$ cat config.mk
export PLATFORM = sky130hd
export DESIGN_NAME = read_operand
export DESIGN_NICKNAME = d
export VERILOG_FILES = /design/src/rtl/read_operand_pkg.sv /design/src/rtl/read_operand_lane.sv /design/src/rtl/read_operand.sv
export SDC_FILE = /design/constraint.sdc
export NUM_CORES = 1
export LEC_CHECK = 0
export ABC_AREA = 1
export CAP_MARGIN = 20
export CORE_AREA = 2 2 183 185
export CTS_CLUSTER_SIZE = 12
export DETAILED_ROUTE_END_ITERATION = 8
export DIE_AREA = 0 0 185 187
export PLACE_DENSITY = 0.56
export SLEW_MARGIN = 0
export SYNTH_ARGS = -nofsm -noshare
export SYNTH_HDL_FRONTEND = slang
export SYNTH_SLANG_ARGS = --single-unit
$ cat constraint.sdc
create_clock -name clk -period 2.5 [get_ports clk]
set_input_delay 0.375 -clock clk [delete_from_list [all_inputs] [get_ports clk]]
set_output_delay 0.375 -clock clk [all_outputs]
set_load 0.005 [all_outputs]
$ cat src/rtl/read_operand_pkg.sv
// Shared definitions for the read-operand stage: PRF address width, PC width
// and the operand source select encoding used by each lane's operand muxes.
package read_operand_pkg;

  localparam int NCPU_PRF_AW     = 6;
  localparam int PC_W            = 32;
  localparam int NCPU_RO_OPSEL_W = 2;

  typedef enum logic [NCPU_RO_OPSEL_W-1:0] {
    OPSEL_ZERO = 2'd0,
    OPSEL_PRF  = 2'd1,
    OPSEL_HOLD = 2'd2,
    OPSEL_BYP  = 2'd3
  } opsel_t;

  // A disabled source always reads as zero; a bypass hit beats the hold copy.
  function automatic opsel_t opsel_pick(input logic re, input logic hold, input logic byp_hit);
    if (!re)     return OPSEL_ZERO;
    if (byp_hit) return OPSEL_BYP;
    if (hold)    return OPSEL_HOLD;
    return OPSEL_PRF;
  endfunction

endpackage

$ cat src/rtl/read_operand_lane.sv
// One read-operand lane: s1 and hold registers, operand muxes and, when
// NCPU_RO_BYPASS_EN is defined, writeback bypass comparators.
module read_operand_lane
  import read_operand_pkg::*;
#(
  parameter int DW    = 32,
  parameter int UOP_W = 16,
  parameter int WW    = 2,
  parameter int AW    = NCPU_PRF_AW
) (
  input  logic              clk,
  input  logic              rst,
  input  logic              flush,
  input  logic              ro_valid,
  output logic              ro_ready,
  input  logic [UOP_W-1:0]  ro_uop,
  input  logic [AW-1:0]     prs1,
  input  logic [AW-1:0]     prs2,
  input  logic              prs1_re,
  input  logic              prs2_re,
  output logic [1:0]        prf_re,
  output logic [2*AW-1:0]   prf_raddr,
  input  logic [2*DW-1:0]   prf_rdata,
  input  logic [WW-1:0]     wb_we,
  input  logic [WW*AW-1:0]  wb_prd,
  input  logic [WW*DW-1:0]  wb_dat,
  output logic              ex_valid,
  input  logic              ex_ready,
  output logic [UOP_W-1:0]  ex_uop,
  output logic [DW-1:0]     op1,
  output logic [DW-1:0]     op2
);

  logic             s1_valid;
  logic             hold;
  logic [UOP_W-1:0] s1_uop;
  logic [AW-1:0]    s1_prs1;
  logic [AW-1:0]    s1_prs2;
  logic             s1_re1;
  logic             s1_re2;
  logic [DW-1:0]    hold_op1;
  logic [DW-1:0]    hold_op2;
  logic             accept;
  logic             hit1;
  logic             hit2;
  logic [DW-1:0]    byp1;
  logic [DW-1:0]    byp2;
  opsel_t           sel1;
  opsel_t           sel2;

  // Flush gating is folded in here too so the lane never accepts in a flush cycle.
  assign ro_ready  = ~rst & (~s1_valid | ex_ready);
  assign accept    = ro_valid & ro_ready & ~flush;
  assign prf_re    = {prs2_re & accept, prs1_re & accept};
  assign prf_raddr = {prs2, prs1};

  assign ex_valid  = s1_valid;
  assign ex_uop    = s1_uop;

`ifdef NCPU_RO_BYPASS_EN
  // Later ports overwrite earlier matches, so the highest-index port wins.
  always_comb begin
    hit1 = 1'b0;
    hit2 = 1'b0;
    byp1 = '0;
    byp2 = '0;
    for (int w = 0; w < WW; w++) begin
      if (s1_valid && wb_we[w] && (wb_prd[w*AW +: AW] == s1_prs1)) begin
        hit1 = 1'b1;
        byp1 = wb_dat[w*DW +: DW];
      end
      if (s1_valid && wb_we[w] && (wb_prd[w*AW +: AW] == s1_prs2)) begin
        hit2 = 1'b1;
        byp2 = wb_dat[w*DW +: DW];
      end
    end
  end
`else
  logic unused_wb;
  assign unused_wb = ^{wb_we, wb_prd, wb_dat, s1_prs1, s1_prs2};
  assign hit1 = 1'b0;
  assign hit2 = 1'b0;
  assign byp1 = '0;
  assign byp2 = '0;
`endif

  assign sel1 = opsel_pick(s1_re1, hold, hit1);
  assign sel2 = opsel_pick(s1_re2, hold, hit2);

  always_comb begin
    op1 = '0;
    case (sel1)
      OPSEL_PRF:  op1 = prf_rdata[DW-1:0];
      OPSEL_HOLD: op1 = hold_op1;
      OPSEL_BYP:  op1 = byp1;
      default:    op1 = '0;
    endcase
  end

  always_comb begin
    op2 = '0;
    case (sel2)
      OPSEL_PRF:  op2 = prf_rdata[2*DW-1:DW];
      OPSEL_HOLD: op2 = hold_op2;
      OPSEL_BYP:  op2 = byp2;
      default:    op2 = '0;
    endcase
  end

  always_ff @(posedge clk) begin
    if (rst) begin
      s1_valid <= 1'b0;
      hold     <= 1'b0;
    end else if (flush) begin
      s1_valid <= 1'b0;
      hold     <= 1'b0;
    end else if (accept) begin
      s1_valid <= 1'b1;
      hold     <= 1'b0;
    end else if (s1_valid) begin
      if (ex_ready) begin
        s1_valid <= 1'b0;
        hold     <= 1'b0;
      end else begin
        hold     <= 1'b1;
      end
    end
  end

  // The PRF read data is only valid for one cycle, so a stalled uop keeps its own copy.
  always_ff @(posedge clk) begin
    if (accept) begin
      s1_uop  <= ro_uop;
      s1_prs1 <= prs1;
      s1_prs2 <= prs2;
      s1_re1  <= prs1_re;
      s1_re2  <= prs2_re;
    end
    if (s1_valid && !ex_ready) begin
      hold_op1 <= op1;
      hold_op2 <= op2;
    end
  end

endmodule

$ cat src/rtl/read_operand.sv
// Read-operand stage top: IW independent lanes between the reservation
// stations and EX. Optional writeback bypass is enabled by NCPU_RO_BYPASS_EN.
module read_operand
  import read_operand_pkg::*;
#(
  parameter int CONFIG_DW            = 32,
  parameter int CONFIG_P_ISSUE_WIDTH = 1,
  parameter int CONFIG_P_WB_WIDTH    = 1,
  parameter int CONFIG_UOP_W         = 16
) (
  input  logic                                                clk,
  input  logic                                                rst,
  input  logic                                                flush,
  input  logic [(1<<CONFIG_P_ISSUE_WIDTH)-1:0]                ro_valid,
  output logic [(1<<CONFIG_P_ISSUE_WIDTH)-1:0]                ro_ready,
  input  logic [(1<<CONFIG_P_ISSUE_WIDTH)*CONFIG_UOP_W-1:0]   ro_uop,
  input  logic [(1<<CONFIG_P_ISSUE_WIDTH)*NCPU_PRF_AW-1:0]    ro_prs1,
  input  logic [(1<<CONFIG_P_ISSUE_WIDTH)*NCPU_PRF_AW-1:0]    ro_prs2,
  input  logic [(1<<CONFIG_P_ISSUE_WIDTH)-1:0]                ro_prs1_re,
  input  logic [(1<<CONFIG_P_ISSUE_WIDTH)-1:0]                ro_prs2_re,
  output logic [2*(1<<CONFIG_P_ISSUE_WIDTH)-1:0]              prf_re,
  output logic [2*(1<<CONFIG_P_ISSUE_WIDTH)*NCPU_PRF_AW-1:0]  prf_raddr,
  input  logic [2*(1<<CONFIG_P_ISSUE_WIDTH)*CONFIG_DW-1:0]    prf_rdata,
  input  logic [(1<<CONFIG_P_WB_WIDTH)-1:0]                   wb_we,
  input  logic [(1<<CONFIG_P_WB_WIDTH)*NCPU_PRF_AW-1:0]       wb_prd,
  input  logic [(1<<CONFIG_P_WB_WIDTH)*CONFIG_DW-1:0]         wb_dat,
  output logic [(1<<CONFIG_P_ISSUE_WIDTH)-1:0]                ex_valid,
  input  logic [(1<<CONFIG_P_ISSUE_WIDTH)-1:0]                ex_ready,
  output logic [(1<<CONFIG_P_ISSUE_WIDTH)*CONFIG_UOP_W-1:0]   ex_uop,
  output logic [(1<<CONFIG_P_ISSUE_WIDTH)*CONFIG_DW-1:0]      ex_op1,
  output logic [(1<<CONFIG_P_ISSUE_WIDTH)*CONFIG_DW-1:0]      ex_op2
);

  localparam int IW = 1 << CONFIG_P_ISSUE_WIDTH;
  localparam int WW = 1 << CONFIG_P_WB_WIDTH;
  localparam int DW = CONFIG_DW;
  localparam int AW = NCPU_PRF_AW;
  localparam int UW = CONFIG_UOP_W;

  logic [IW-1:0] lane_ready;

  assign ro_ready = lane_ready & {IW{~flush}};

  for (genvar i = 0; i < IW; i++) begin : g_lane
    read_operand_lane #(
      .DW    (DW),
      .UOP_W (UW),
      .WW    (WW),
      .AW    (AW)
    ) u_lane (
      .clk       (clk),
      .rst       (rst),
      .flush     (flush),
      .ro_valid  (ro_valid[i]),
      .ro_ready  (lane_ready[i]),
      .ro_uop    (ro_uop[i*UW +: UW]),
      .prs1      (ro_prs1[i*AW +: AW]),
      .prs2      (ro_prs2[i*AW +: AW]),
      .prs1_re   (ro_prs1_re[i]),
      .prs2_re   (ro_prs2_re[i]),
      .prf_re    (prf_re[2*i +: 2]),
      .prf_raddr (prf_raddr[2*i*AW +: 2*AW]),
      .prf_rdata (prf_rdata[2*i*DW +: 2*DW]),
      .wb_we     (wb_we),
      .wb_prd    (wb_prd),
      .wb_dat    (wb_dat),
      .ex_valid  (ex_valid[i]),
      .ex_ready  (ex_ready[i]),
      .ex_uop    (ex_uop[i*UW +: UW]),
      .op1       (ex_op1[i*DW +: DW]),
      .op2       (ex_op2[i*DW +: DW])
    );
  end

endmodule

==> flow_metrics.tcl <==
set metrics [dict create \
    outcome "completed" \
    ys_seq_elements 168 \
    area_delta_synth_final_pct 58.3 \
    hold_class "in -> reg" \
    cap_violations 0 \
    nFillCells 3302 \
    hold_viol_final 0 \
    clockPowerShare_pct 42.2 \
    worstPathRequired_ns 2.12 \
    synth_top_cell_area_share_pct 66.1 \
    cts_hold_buf 0 \
    setup_violations 0 \
    yosysTopAreaCell "edfxtp_1" \
    relSlewSlack_pct 74.8 \
    globalplace.congestion 0.749 \
    syn_area_per_cell_sq_um 11.2 \
    fin_crit_ns 2.34 \
    dpl_worst_slack_ns 0.250 \
    syn_nets 941 \
    finalNetCount 1235 \
    fin_worst_skew_ns 0.00825 \
    cts_tree "done" \
    syn_inst 668 \
    endpoint_kind "output port" \
    routed_via_density 4.24 \
    grt_pass1_vias 6015 \
    initial_core_util_pct 22.7 \
    clkSinkCount 168 \
    seqPwrFrac_pct 46.8 \
    drv_slew 0 \
    yosys_warnings 0 \
    synth_cell_types 11 \
    fp.dieArea_sq_mm 0.0346 \
    worst_pin_slew_ns 0.378 \
    gr-usage-met1_pct 14.8 \
    cp_max_fo 57 \
    top_usage_layer "met2" \
    path_class "reg -> out" \
    setup_ws_ns 0.162 \
    power.switching_mw 1.46 \
    critPathLaunchType "register" \
    drive_gt1_share_pct 5.44 \
    drc_errors 0 \
    arrival_ns 1.96 \
    wl_per_cell_um 15.8 \
    rows 67 \
    gr-total-overflow 0 \
    grt_max_degree 66 \
    rrSetupSlack_ns 1.17 \
    internal-power_mw 5.31 \
    drt_pre_antenna_iters 4 \
    yosys-top-cells-area "edfxtp_1 (66%), nand3_1 (17%), nand2_1 (6.6%), buf_4 (3.0%), buf_2 (2.7%)" \
    synth_area_sq_mm 0.00745 \
    rsz0062_at_grt "no" \
    port_buffers 338 \
    hpwlAfterDp_um 15300 \
    fmax_mhz 428 \
    ir_drop_mv 0.419 \
    regArea_sq_mm 0.00501 \
    grt_util_all_layers_pct 12.9 \
    antenna_found_initial 2 \
    grt_pass1_wl_um 34000 \
    dieWidth_um 185 \
    fin_crit_sh_pct 93.5 \
    met3_usage_pct 6.74 \
    io_pins 465 \
    finalSetupTns_ns 0 \
    detail-route-antenna-nets 0 \
    cts-buffers-inserted 17 \
    totalWireLength_um 22500 \
    h-tree-depth 4 \
    swShare_pct 21.6 \
    clk_latency_ns 0.44 \
    cts_setup_buffers 0 \
    core_area_sq_mm 0.0329 \
    grt_use_met2_pct 20.5 \
    cts_root_buf "clkbuf_16" \
    drt_iter0_drc 321 \
    via_count 6048 \
    path_clk_slew_ns 0.07 \
    leakage_nw 4.46 \
    p_comb_share_pct 11.0 \
    yosysSeqAreaShare_pct 67.2 \
    multi_input_area_sq_mm 0.00184 \
    die_h_um 187 \
    cts.path.max_buffers 2 \
    p_per_area_mw_per_mm2 574 \
]
cells in the mapped netlist:
library cell  number
nand3_1          260
edfxtp_1         164
nand2_1          131
buf_2             40
buf_4             30
inv_1             16
buf_6             10
nor2_1             7
a21oi_1            4
dfxtp_1            4
inv_2              2
flip-flops by register name, indices dropped and copies added, names as in the netlist:
name,flops
g_lane.u_lane.ex_valid,2
g_lane.u_lane.hold_op2,64
g_lane.u_lane.hold_op1,64
g_lane.u_lane.s1_re2,2
g_lane.u_lane.ex_uop,32
g_lane.u_lane.s1_re1,2
g_lane.u_lane.hold,2
layer usage:
metal	share of wire (%)	vias up
met5	0	-
met4	1.5	0
met3	12	17
met2	46	256
met1	41	2805
li1	-	2970
kinds of logic (layout without fill, tap and decap cells):
| group | after synthesis | in the layout | synth area share (%) |
|---|---|---|---|
| flops | 168 | 168 | 67.2 |
| simple gates | 398 | 398 | 24.4 |
| compound gates | 4 | 4 | 0.269 |
| buf+inv | 98 | 405 | 8.13 |
| other cells | 0 | 2 | 0 |
critical path, cell delays in order (launching register included):
cell and delay (ns):
dfxtp_4 0.44, buf_12 0.27, nand3_1 0.10, nand2_1 0.15, clkdlybuf4s50_1 0.52
final timing paths:
kind | from | endpoint | cells after the start
max reg2reg | g_lane[0].u_lane.ex_valid$_SDFF_PP0_ | g_lane[0].u_lane.ex_uop[9]$_DFFE_PP_ | 4
max | g_lane[1].u_lane.hold$_SDFFE_PP0P_ | ex_op1[48] | 4
min reg2reg | g_lane[1].u_lane.ex_valid$_SDFF_PP0_ | g_lane[1].u_lane.hold$_SDFFE_PP0P_ | 3
min | ro_uop[11] | g_lane[0].u_lane.ex_uop[11]$_DFFE_PP_ | 1
power by group through the flow:
stage / combinational, mW / clock, mW / sequential [mW]
2_1_floorplan: 0.223 / 0 / 3.23
3_3_place_gp: 0.747 / 0 / 3.23
3_5_place_dp: 0.750 / 0 / 3.23
4_1_cts: 0.759 / 2.98 / 3.17
5_1_grt: 0.806 / 3.07 / 3.17
6_report: 0.745 / 2.86 / 3.17
per-stage QoR:
| step | hold WS, ns | total power [mW] | utilization [%] | instance area, sq um | cells |
|---|---|---|---|---|---|
| 3_5_place_dp | 0.536 | 3.98 | 33.9 | 11100 | 1390 |
| 5_1_grt | 0.451 | 7.04 | 35.9 | 11800 | 1423 |
| 3_3_place_gp | 0.526 | 3.97 | 33.9 | 11100 | 1390 |
| 2_1_floorplan | 0.474 | 3.45 | - | 7450 | 668 |
| 4_1_cts | 0.448 | 6.90 | 35.9 | 11800 | 1423 |
| 6_report | 0.483 | 6.77 | 35.9 | 11800 | 1425 |
cell type report:
type                       count  area share [%]
sequential                   168            42.5
timing repair buffer         355            31.2
multi-input combinational    402            15.6
clock buffer                  18            3.64
tap                          448            4.75
clock inverter                14            1.65
antenna                        2          0.0424
inverter                      18           0.636
cell usage in the layout (no fill, tap or decap), types with 3 or more instances in the layout:
cell type          n
a21oi_1            4
buf_12            12
buf_4              4
bufinv_16          4
clkbuf_16         17
clkdlybuf4s50_1  338
clkinv_4           3
edfxtp_1         164
inv_1             14
inv_6              5
nand2_1          131
nand3_1          260
nor2_1             7
timing repair:
item                       4_1_cts  5_1_grt
resized for setup                3        2
gates cloned                     1        0
setup endpoints to repair        8       36
No activity file was read; power rests on OpenSTA's default activity.
